File: config.mk
export PLATFORM = sky130hd
export DESIGN_NAME = i2c_bus_arbiter
export DESIGN_NICKNAME = d
export VERILOG_FILES = /design/src/rtl/i2c_bus_arbiter.sv
export SDC_FILE = /design/constraint.sdc
export NUM_CORES = 1
export LEC_CHECK = 0
export BUFFER_PORTS_ARGS = -buffer_cell sky130_fd_sc_hd__buf_2
export CAP_MARGIN = 20
export CORE_ASPECT_RATIO = 0.9
export CORE_MARGIN = 4
export CORE_UTILIZATION = 60
export CTS_BUF_LIST = sky130_fd_sc_hd__clkbuf_16
export CTS_CLUSTER_SIZE = 25
export DETAILED_ROUTE_END_ITERATION = 7
export GPL_ROUTABILITY_DRIVEN = 0
export PLACE_DENSITY = 0.82
export SYNTH_ARGS = -nofsm -noshare
export SYNTH_HDL_FRONTEND = slang
export SYNTH_SLANG_ARGS = --single-unit
File: constraint.sdc
create_clock -name clk -period 5.9 [get_ports clk]
set_input_delay 0.885 -clock clk [delete_from_list [all_inputs] [get_ports clk]]
set_output_delay 0.885 -clock clk [all_outputs]
set_load 0.05 [all_outputs]
File: src/rtl/i2c_bus_arbiter.sv
// Round-robin arbiter sharing one I2C master between NUM_REQ transaction FSMs.
// The winner is granted the master and given a one-cycle start pulse. All other
// requesters are held in reset through relinquish. A watchdog takes the bus back
// from an owner that never reports done or fail.
module i2c_bus_arbiter #(
    parameter int NUM_REQ     = 2,
    parameter int IDX_W       = 1,
    parameter int WDOG_CYCLES = 27000,
    parameter int CNT_W       = 16
) (
    input  logic               clk,
    input  logic               reset,
    input  logic [NUM_REQ-1:0] req,
    input  logic [NUM_REQ-1:0] done,
    input  logic [NUM_REQ-1:0] fail,
    input  logic               i2c_bus_busy,
    output logic [NUM_REQ-1:0] grant,
    output logic [NUM_REQ-1:0] start,
    output logic [NUM_REQ-1:0] relinquish,
    output logic [IDX_W-1:0]   owner,
    output logic               active,
    output logic               txn_fail,
    output logic               wdog_err
);

    typedef enum logic [1:0] {
        IDLE    = 2'd0,
        GRANT   = 2'd1,
        BUSY    = 2'd2,
        RELEASE = 2'd3
    } state_t;

    localparam logic [CNT_W-1:0] WDOG_LAST = CNT_W'(WDOG_CYCLES - 1);
    localparam logic [CNT_W-1:0] CNT_MAX   = {CNT_W{1'b1}};

    state_t             state_reg;
    logic [IDX_W-1:0]   owner_reg;
    logic [CNT_W-1:0]   cnt_reg;
    logic [NUM_REQ-1:0] grant_reg;
    logic [NUM_REQ-1:0] start_reg;
    logic [NUM_REQ-1:0] relinquish_reg;
    logic               active_reg;
    logic               txn_fail_reg;
    logic               wdog_err_reg;

    logic [IDX_W-1:0]   pick_next;
    logic [NUM_REQ-1:0] pick_onehot;
    logic [NUM_REQ-1:0] owner_onehot;
    logic               done_own;
    logic               fail_own;

    // First requesting index strictly after the last owner, wrapping around.
    // The loop runs from the farthest candidate to the nearest so the nearest
    // one overwrites the others and wins.
    function automatic logic [IDX_W-1:0] rr_pick(input logic [NUM_REQ-1:0] r,
                                                 input logic [IDX_W-1:0]   last);
        logic [IDX_W-1:0] sel;
        logic [IDX_W-1:0] idx;
        sel = last;
        for (int k = NUM_REQ; k >= 1; k--) begin
            idx = IDX_W'((int'(last) + k) % NUM_REQ);
            if (r[idx]) begin
                sel = idx;
            end
        end
        return sel;
    endfunction

    // Round-robin choice for the next grant, evaluated against the last owner.
    always_comb begin
        pick_next = rr_pick(req, owner_reg);
    end

    // One-hot decodes of the chosen index and the current owner.
    genvar gi;
    generate
        for (gi = 0; gi < NUM_REQ; gi++) begin : g_decode
            assign pick_onehot[gi]  = (pick_next == IDX_W'(gi));
            assign owner_onehot[gi] = (owner_reg == IDX_W'(gi));
        end
    endgenerate

    // Only the owner's done/fail matter; everyone else's are masked out.
    assign done_own = |(done & owner_onehot);
    assign fail_own = |(fail & owner_onehot);

    // Arbiter FSM with all outputs registered.
    always_ff @(posedge clk or posedge reset) begin
        if (reset) begin
            state_reg      <= IDLE;
            owner_reg      <= IDX_W'(NUM_REQ - 1);
            cnt_reg        <= '0;
            grant_reg      <= '0;
            start_reg      <= '0;
            relinquish_reg <= '0;
            active_reg     <= 1'b0;
            txn_fail_reg   <= 1'b0;
            wdog_err_reg   <= 1'b0;
        end else begin
            start_reg    <= '0;
            txn_fail_reg <= 1'b0;
            wdog_err_reg <= 1'b0;
            case (state_reg)
                IDLE: begin
                    if (|req) begin
                        owner_reg      <= pick_next;
                        grant_reg      <= pick_onehot;
                        start_reg      <= pick_onehot;
                        relinquish_reg <= ~pick_onehot;
                        active_reg     <= 1'b1;
                        state_reg      <= GRANT;
                    end
                end
                GRANT: begin
                    cnt_reg   <= '0;
                    state_reg <= BUSY;
                end
                BUSY: begin
                    // The watchdog keeps counting into RELEASE, so always advance.
                    cnt_reg <= cnt_reg + 1'b1;
                    if (fail_own) begin
                        // Fail also covers a simultaneous done.
                        txn_fail_reg   <= 1'b1;
                        grant_reg      <= '0;
                        relinquish_reg <= '1;
                        state_reg      <= RELEASE;
                    end else if (done_own) begin
                        grant_reg      <= '0;
                        relinquish_reg <= '1;
                        state_reg      <= RELEASE;
                    end else if (cnt_reg == WDOG_LAST) begin
                        // Hung owner: abort it along with everyone else.
                        txn_fail_reg   <= 1'b1;
                        wdog_err_reg   <= 1'b1;
                        grant_reg      <= '0;
                        relinquish_reg <= '1;
                        state_reg      <= RELEASE;
                    end
                end
                RELEASE: begin
                    if (!i2c_bus_busy) begin
                        relinquish_reg <= '0;
                        active_reg     <= 1'b0;
                        state_reg      <= IDLE;
                    end else if (cnt_reg == CNT_MAX) begin
                        // The master never went idle; give up waiting for it.
                        wdog_err_reg   <= 1'b1;
                        relinquish_reg <= '0;
                        active_reg     <= 1'b0;
                        state_reg      <= IDLE;
                    end else begin
                        cnt_reg <= cnt_reg + 1'b1;
                    end
                end
                default: begin
                    state_reg <= IDLE;
                end
            endcase
        end
    end

    assign grant      = grant_reg;
    assign start      = start_reg;
    assign relinquish = relinquish_reg;
    assign owner      = owner_reg;
    assign active     = active_reg;
    assign txn_fail   = txn_fail_reg;
    assign wdog_err   = wdog_err_reg;

endmodule

==> impl_results.md, run 1 <==
- Status: completed
- Overall power: 0.0008306 W
- Tmin final: 2359 ps
- Maxcap violations: 0
- RSZ-0062 raised after global routing: no
- Ports: 19
- CTS clk-pin slew, worst paths: 60 ps
- Initial antenna violation count: 0
- Sequential area share after synthesis: 43.66%
- Syn Inst Count: 175
- Reg power frac: 32.7%
- Dpl ws: 3438 ps
- DR WL/cell: 15.74 um
- Root Buffer: clkbuf_16
- Core footprint: 2510 um2
- Hold crit path type: flip-flop to flip-flop
- CTS tree: done
- Post-layout util: 70.69%
- Relative slew slack: 34.92%
- Mapped Area: 1608 um2
- Starting Density: 64.06%
- Post-route antenna net violation count: 0
- Buffers on Ports: 18
- Sw frac: 45.59%
- Total Routed Length: 3.400 mm
- Max Clk Rate: 423.9 MHz
- Hold-fix buffers, CTS: 0
- Initial DRC count: 105
- Largest net degree at the start of global routing: 29
- Final Hold Fails: 0
- Num CTS Buffers: 3
- Synth Warn #: 0
- GRT Util Overall: 20.38%
- Clock Latency Late Sink: 260 ps
- GR Util met3: 4.134%
- Max-slew violations: 0
- Mapped Nets: 190
- Post-CTS Setup Repair Bufs: 0
- Share of cells above drive strength 1: 18.62%
- DR vias/cell: 6.366
- P_int: 0.0004520 W
- Setup slack after layout: 3541 ps
- Longest Clk Path Bufs: 2
- First-pass GRT wire length: 5.816 mm
- CP endpoint kind: flip-flop
- Post-DP HPWL: 2.462 mm
- Final period util: 39.99%
- GR peak layer: met2
- Htree depth: 1
- PostCTS Resize Cnt: 0
- Met1 Resource Use GR: 28.97%
- Via Count: 1375
- Clock Power Share: 18.2%
- Largest register FFs: 16
- Synth Register Bits: 28
- # rows: 17
- # clock sinks: 28
- DRT Pass-1 Iters: 4
- Area of the die: 3573 um2
- Peak supply drop: 0.3781 mV
- Clock Skews: 3.220 ps
- Logic pwr share: 49.1%
- Final count of negative-setup-slack endpoints: 0
- TNS Setup: 0 ps
- Post-Syn Area per Cell: 9.187 um2
- Crit-path max FO: 13
- Required time worst endpoint: 6030 ps
- PD cells: 468.2 nW/um2
- Switch Pwr: 0.0003787 W
- WS Path Type: flip-flop to flip-flop
- DRC: 0
- Number of global-route vias before repair: 1240
- Critical path arrival: 2490 ps
- GRT met2 Usage: 32.22%
- Lkg Pwr: 0.8177 nW
- Antenna diodes: 0
- Actual slew at the worst max-slew pin: 969.8 ps
- DIE WIDTH: 62.57 um
- P&R area growth vs syn: 10.35%
- Grt ovf: 0
- Cell variety after synth: 43
- Die H: 57.11 um
- Nets: 204
- Crit path launch type: flip-flop
per-stage QoR:
stage                     hold slack [ps]  area (um2)  instances
after detailed placement            483.0        1680        211
final                               495.2        1774        216
after floorplan                     460.3        1608        175
after CTS                           496.7        1759        215
after global placement              473.3        1680        211
after global routing                537.8        1774        216
cell type report:
| cell class | instances | area [um2] |
|---|---|---|
| well taps | 28 | 35.03 |
| multi-input cells | 130 | 827.0 |
| clock inverters | 1 | 3.754 |
| inverters | 7 | 26.28 |
| repair buffers | 19 | 105.1 |
| flip-flops and latches | 28 | 701.9 |
| clock buffers | 3 | 75.07 |
| fillers | 199 | 735.7 |
synthesized netlist by cell type (all sizes together):
master   instances  share of area [%]
a21bo            1               0.62
a21o             2               0.93
a21oi           12                3.7
a2bb2oi          1               0.54
a311o            1               0.70
a31o             1               0.54
a31oi            4                1.6
a41o             1               0.70
a41oi            1               0.54
and2             2               0.93
and3             4                1.7
and4             5                3.1
buf              2                1.4
clkbuf           8                1.9
dfrtp           27                 42
dfstp            1                1.6
ha               6                4.7
inv              7                1.6
mux2             3                2.1
mux2i            3                1.9
nand2           20                4.7
nand2b           1               0.39
nand3            6                2.6
nand4            1               0.39
nand4b           1               0.54
nor2            15                3.5
nor2b            1               0.39
nor3             1               0.31
nor4b            3                1.6
o21ai           22                6.8
o22ai            1               0.39
o311ai           1               0.54
o31ai            8                3.7
o32a             1               0.62
o41ai            1               0.54
cells by family (layout without fill, tap and decap cells):
| family | count (synthesis) | count (layout) | share of synthesized area [%] |
|---|---|---|---|
| DFF | 28 | 28 | 43.66 |
| adders and majority gates | 6 | 6 | 4.669 |
| buffers and inverters | 17 | 30 | 4.903 |
| AOI/OAI and AO/OA | 58 | 58 | 22.57 |
| and+or+nand+nor | 60 | 60 | 20.23 |
| muxes | 6 | 6 | 3.969 |
routing by layer:
metal	up-vias	share of wire (%)	wire, um
met5	-	0	0
met4	0	0.71	24
met3	4	5.5	188
met2	41	47	1597
met1	662	47	1590
li1	668	-	-
worst max-delay path, stage by stage, from the launching register on:
cell and delay (ps):
dfrtp_1 410, ha_1 250, and3_2 270, a41o_2 280
a21oi_1 190, o21ai_1 360, o311ai_0 480
worst paths after layout:
path	start	to	slack, ps	depth (start not counted)
max	cnt_reg[0]	cnt_reg[10]	3540	6
min	grant[1]	grant[1]	500	2
max reg2reg	cnt_reg[0]	cnt_reg[10]	3540	6
min reg2reg	grant[1]	grant[1]	500	2
max in group asynchronous	reset	cnt_reg[11]	4780	3
min in group asynchronous	reset	cnt_reg[3]	640	2
power groups by stage:
| stage | combinational [W] | sequential, W | clock, W |
|---|---|---|---|
| 6_report | 0.000408 | 0.000272 | 0.000151 |
| 3_3_place_gp | 0.000389 | 0.000271 | 0 |
| 2_1_floorplan | 0.000240 | 0.000347 | 0 |
| 3_5_place_dp | 0.000402 | 0.000275 | 0 |
| 5_1_grt | 0.000447 | 0.000280 | 0.000166 |
| 4_1_cts | 0.000405 | 0.000272 | 0.000154 |
layout by cell type, fill, tap and decap left out, types with 2 or more instances in the layout:
| cell | n |
|---|---|
| mux2i_1 | 3 |
| nand2_1 | 20 |
| ha_1 | 6 |
| and3_1 | 2 |
| nor4b_1 | 3 |
| nor2_1 | 15 |
| o21ai_0 | 21 |
| a21oi_1 | 12 |
| and4_1 | 2 |
| clkbuf_16 | 3 |
| o31ai_1 | 8 |
| and3_2 | 2 |
| a21o_1 | 2 |
| mux2_1 | 2 |
| nand3_1 | 5 |
| and4_4 | 2 |
| inv_1 | 7 |
| buf_2 | 18 |
| a31oi_1 | 4 |
| dfrtp_1 | 27 |
Power figures use the tool's default switching activity.
==> run 2, diff against run 1 <==
CORE_UTILIZATION = 51   (was 60)
PLACE_DENSITY = 0.74   (was 0.82)
clock period = 1.9 ns   (was 5.9 ns; I/O delays follow)
==> run 2 against run 1 <==
Sequential cell count did not move. Non-clock buffer count up 28. Sequential power rose to 3.1 times the previous value. Worst hold slack got worse by 420 ps. Design area increased by 16%. Final cell count is 19% higher. Critical path type unchanged. Highest routed layer unchanged.
==> impl_results.md, run 2 (synthesis gave the netlist of run 1 again) <==
- Final period util: 97.81% (+58 points)
- Root Buffer: clkbuf_16
- Worst setup endpoint: relinquish[0]
- Htree depth: 1 (unchanged)
- Commonest non-fill, non-tap cell in the layout: buf_4
- Die H: 61.27 um (+7.3%)
- Tmin final: 1858 ps (-500.7 ps)
- Hold crit path type: input port to asynchronous set/reset pin
- Ports: 19 (unchanged)
- Sequential cell area: 703.2 um2 (+0.18%)
- Buffers on Ports: 18 (unchanged)
- CTS tree: done
- Antenna diodes: 0 (unchanged)
- WS Path Type: flip-flop to flip-flop
- Fillers: 254 (+28%)
- Peak supply drop: 1.341 mV (+250%)
- Num CTS Buffers: 3 (unchanged)
- DR WL/cell: 15.37 um (-2.3%)
- Required time worst endpoint: 2050 ps (-3980 ps)
- # rows: 19 (+2)
- Number of global-route vias before repair: 1368 (+10%)
- CP endpoint kind: flip-flop
- Total Routed Length: 3.966 mm (+17%)
- Max Clk Rate: 538.1 MHz (+27%)
- Core footprint: 3043 um2 (+21%)
- Area of the die: 4116 um2 (+15%)
- Clock Skews: 3.542 ps (+0.3225 ps)
- Largest net degree at the start of global routing: 29 (unchanged)
- Nets: 232 (+14%)
- Final count of negative-setup-slack endpoints: 0 (unchanged)
- Maxcap violations: 0 (unchanged)
- P&R area growth vs syn: 28.17%
- Post-DP HPWL: 2.828 mm (+15%)
- Clock Latency Late Sink: 260 ps (about the same)
- Relative slew slack: 74.62% (+40 points)
- Most frequent cells in the layout: buf_4 (29), dfrtp_1 (26), nand2_1 (20)
- First-pass GRT wire length: 6.423 mm (+10%)
- Largest register FFs: 16 (unchanged)
- TNS Setup: 0 ps (unchanged)
- Share of cells above drive strength 1: 35.19% (+17 points)
- Final Hold Fails: 0 (unchanged)
- Via Count: 1459 (+6.1%)
- Status: completed
- DR vias/cell: 5.655 (-11%)
- CTS clk-pin slew, worst paths: 70 ps (about the same)
- GRT Util Overall: 20.93% (+0.55 points)
- CP cell instances: nor4b_2 -> and4_4 -> o31ai_4 -> a311o_2 -> mux2_4
- Worst Setup SP: cnt_reg[9]
- Cell count along the critical path: 5 (-1)
- DRT Pass-1 Iters: 4 (unchanged)
- R2R Path End: relinquish[0]
- Buf/Inv on CP: 0 (unchanged)
- Critical path's largest stage delay: 440 ps (-40 ps)
- Delay-heaviest family, CP: simple AND/OR/NAND/NOR gates
- Lkg Pwr: 0.9721 nW (+19%)
- Cells on worst reg2reg path: 5 (-1)
- RR Startpoint: cnt_reg[9]
- Crit path launch type: flip-flop
- DIE WIDTH: 67.19 um (+7.4%)
- PD cells: 1444 nW/um2 (+210%)
- CP max-delay cell: dfrtp_2
- DP Cell Count: 252 (+19%)
- Area of the multi-input gates: 892.1 um2 (+7.9%)
- Critical path arrival: 2010 ps (-480 ps)
- Post-route antenna net violation count: 0 (unchanged)
- # clock sinks: 28 (unchanged)
- Initial DRC count: 209 (+99%)
- Crit-path max FO: 6 (-7)
- Fin cells: 258 (+19%)
- DRC: 0 (unchanged)
- Longest Clk Path Bufs: 2 (unchanged)
- Actual slew at the worst max-slew pin: 376.7 ps (-593.1 ps)
- Initial antenna violation count: 0 (unchanged)
- Grt ovf: 0 (unchanged)
- Starting Density: 52.84% (-11 points)
- R2R Setup Slk: 40 ps (-3500 ps)
- Hold-fix buffers, CTS: 0 (unchanged)
- Max-slew violations: 0 (unchanged)
- RSZ-0062 raised after global routing: yes
==> run 2: changes by cell type in the layout (fill, tap and decap cells not counted), sizes merged <==
| cell | delta |
|---|---|
| clkinv | -1 |
| buf | +28 |
| inv | +1 |
==> run 2: layer usage <==
metal | up-vias | track usage, % | wire (um)
li1 | 718 | - | -
met1 | 692 | 28.98 | 1838
met2 | 42 | 33.33 | 1900
met3 | 7 | 3.102 | 162
met4 | 0 | 8.092 | 64
met5 | - | 0 | 0
==> run 2: final cells by class <==
class / instances / area share, %
inverters: 7 / 1.275
clock buffers: 3 / 3.643
multi-input cells: 130 / 43.29
flip-flops and latches: 28 / 34.12
clock inverters: 1 / 0.1821
well taps: 42 / 2.550
repair buffers: 47 / 14.94
==> run 2: how the worst min path moves through the flow <==
stage | from | endpoint | cells past startpoint
floorplan | reset | active | 1
global placement | reset | start[1] | 3
CTS | reset | state_reg[1] | 3
finish | reset | start[1] | 3
global route | reset | cnt_reg[10] | 3
detailed placement | reset | start[1] | 3
==> run 2: stage by stage <==
stage / utilization (%) / setup slack (ps) / hold WS (ps) / power (W) / cell area [um2]
after detailed placement: 63.24 / -46.49 / 367.0 / 0.002421 / 1924
final: 67.72 / 41.58 / 74.82 / 0.002975 / 2061
after floorplan: - / -5.548 / 349.7 / 0.001900 / 1643
after CTS: 66.41 / 0.1996 / 97.88 / 0.002934 / 2021
after global placement: 63.24 / -23.68 / 363.6 / 0.002381 / 1924
after global routing: 67.72 / -27.26 / 121.4 / 0.003166 / 2061
==> run 2: worst register-to-register path, stage by stage (launching register included) <==
cell,delay (ps)
dfrtp_2,440
nor4b_2,290
and4_4,290
o31ai_4,80
a311o_2,350
mux2_4,300
==> run 2: repair_timing <==
action                                  in CTS  in global routing
buffers inserted                             0                  2
pin swaps                                    1                  1
hold endpoints to repair                     0                  0
endpoints found under the setup margin      12                 17
resized for setup                            4                 10
==> run 2: where the power goes <==
group / switching, W / internal (W) / total (W) / leakage, nW
clock: 0.000203 / 0.000282 / 0.000485 / 0.0423
combinational: 0.000982 / 0.000679 / 0.00166 / 0.560
sequential: 0.000101 / 0.000729 / 0.000830 / 0.370
total: 0.00128 / 0.00169 / 0.00297 / 0.972
==> run 3, diff against run 2 <==
BUFFER_PORTS_ARGS = default   (was -buffer_cell sky130_fd_sc_hd__buf_2)
CORE_UTILIZATION = 56   (was 51)
DONT_BUFFER_PORTS = 1   (was default)
==> run 3 against run 2 <==
Via count rose by 0.27%. Design area fell by 3.0%. Wire length rose by 2.5%. The run now ends with negative hold slack left. First-iteration DRC count fell by 26%. Core utilization rose by 5.0 points. Critical endpoint is now relinquish[1]. Sequential power rose by 30%. Largest cell class unchanged. Sequential cell count did not move.
==> impl_results.md, run 3 (synthesis gave the netlist of run 1 again) <==
- Status: finished with violations
- Failing checks: negative hold slack
- DR vias/cell: 6.121 (+8.2%)
- Largest register FFs: 16 (unchanged)
- Final count of negative-setup-slack endpoints: 0 (unchanged)
- Switch Pwr: 0.001300 W (+1.1%)
- Crit-path max FO: 3 (-3)
- Final period util: 98.73% (+0.92 points)
- Reg power frac: 36.8% (+8.9 points)
- RSZ-0062 raised after global routing: yes
- CP endpoint kind: flip-flop
- DP Area: 1817 um2 (-5.6%)
- P_int: 0.001625 W (-3.8%)
- Relative slew slack: 60.04% (-15 points)
- WS Path Type: flip-flop to flip-flop
- Clock Latency Late Sink: 260 ps (about the same)
- Maxcap violations: 0 (unchanged)
- Max Clk Rate: 533.1 MHz (-0.94%)
- # rows: 18 (-1)
- Post-Layout Inst Area: 1998 um2 (-3.0%)
- Peak supply drop: 1.647 mV (+23%)
- Required time worst endpoint: 2040 ps (about the same)
- Tmin final: 1876 ps (+17.54 ps)
- Grt ovf: 0 (unchanged)
- Largest net degree at the start of global routing: 17 (-41%)
- Clock Skews: 6.672 ps (+3.130 ps)
- WHS: -25.83 ps (-100.7 ps)
- Root Buffer: clkbuf_16
- CTS clk-pin slew, worst paths: 70 ps (about the same)
- Initial antenna violation count: 0 (unchanged)
- Setup slack after layout: 24.04 ps (-17.54 ps)
- TNS Setup: 0 ps (unchanged)
- Hold crit path type: input port to asynchronous set/reset pin
- Longest Clk Path Bufs: 2 (unchanged)
- Lkg Pwr: 0.9044 nW (-7.0%)
- DRT Pass-1 Iters: 4 (unchanged)
- DR WL/cell: 17.02 um (+11%)
- DIE WIDTH: 64.48 um (-4.0%)
- Via Count: 1463 (+0.27%)
- Overall power: 0.002924 W (-1.7%)
- Post-route antenna net violation count: 0 (unchanged)
- Number of global-route vias before repair: 1447 (+5.8%)
- Logic pwr share: 47.2% (-8.6 points)
- Crit path launch type: flip-flop
- Starting Density: 58.52% (+5.7 points)
- First-pass GRT wire length: 6.768 mm (+5.4%)
- Dpl ws: -77.04 ps (-30.55 ps)
- Htree depth: 1 (unchanged)
- DRC: 0 (unchanged)
- Core footprint: 2748 um2 (-9.7%)
- Final Hold Fails: 14 (+14)
- Clock Power Share: 16.1% (-0.2 points)
- Antenna diodes: 0 (unchanged)
- Initial DRC count: 154 (-26%)
- Commonest non-fill, non-tap cell in the layout: buf_4
- Share of cells above drive strength 1: 30.65% (-4.5 points)
- Critical path arrival: 2020 ps (about the same)
- P&R area growth vs syn: 24.28%
- Num CTS Buffers: 3 (unchanged)
- Buffers on Ports: 0 (-18)
- Hold-fix buffers, CTS: 0 (unchanged)
- Actual slew at the worst max-slew pin: 598.7 ps (+222.0 ps)
- Die H: 58.83 um (-4.0%)
- CTS tree: done
- Post-DP HPWL: 2.941 mm (+4.0%)
- Max-slew violations: 0 (unchanged)
- # clock sinks: 28 (unchanged)
- PD cells: 1464 nW/um2 (+1.4%)
- GRT Util Overall: 23.09% (+2.2 points)
- Area of the die: 3793 um2 (-7.8%)
- Nets: 215 (-7.3%)
- Total Routed Length: 4.067 mm (+2.5%)
- Most frequent cells in the layout: buf_4 (30), dfrtp_1 (27), nand2_1 (20)
- Sw frac: 44.44% (+1.2 points)
- Ports: 19 (unchanged)
## run 3: power groups by stage
stage               registers (W)  logic [W]  clock network [W]
detailed placement        0.00109    0.00124                  0
floorplan                 0.00108   0.000820                  0
finish                    0.00108    0.00138           0.000470
global placement          0.00107    0.00119                  0
global route              0.00109    0.00150           0.000503
CTS                       0.00107    0.00130           0.000479
## run 3: cell type report
cell class / count / area [um2]
Clock buffer: 3 / 75.07
Clock inverter: 1 / 3.754
Fill cell: 190 / 749.5
Inverter: 7 / 26.28
Multi-Input combinational cell: 130 / 915.9
Sequential cell: 28 / 701.9
Tap cell: 40 / 50.05
Timing Repair Buffer: 30 / 225.2
## run 3: final timing paths
check / cells after the start / slack (ps) / to / start
setup / recovery: 5 / 20 / relinquish[1] / cnt_reg[9]
hold / removal: 1 / -30 / wdog_err / reset
setup reg to reg: 5 / 20 / relinquish[1] / cnt_reg[9]
hold reg to reg: 1 / 540 / cnt_reg[4] / cnt_reg[4]
max in group asynchronous: 2 / 1310 / cnt_reg[11] / reset
min in group clk: 1 / 100 / start[1] / req[0]
## run 3: routing by layer
metal,track usage [%],up-vias,part of all wire [%]
met5,0,-,0
met4,7.229,0,1.2
met3,4.771,8,6.3
met2,37.65,53,49
met1,31.14,714,43
li1,-,688,-
## run 3: what timing repair did
item                       4_1_cts  5_1_grt
buffers inserted                 0        5
setup endpoints to repair       16       14
resized for setup                8       15
pin swaps                        1        3
## run 3: worst max-delay path, stage by stage, from the launching register on
cell	delay, ps
dfrtp_1	430
nor4b_4	300
and4_4	280
o31ai_4	80
a311o_2	360
mux2_4	310
## run 3: per-stage QoR
step                      util, %  instances
final                       72.72        239
after global routing        72.72        239
after CTS                   70.36        234
after detailed placement    66.12        230
after global placement      66.12        230
after floorplan                 -        175
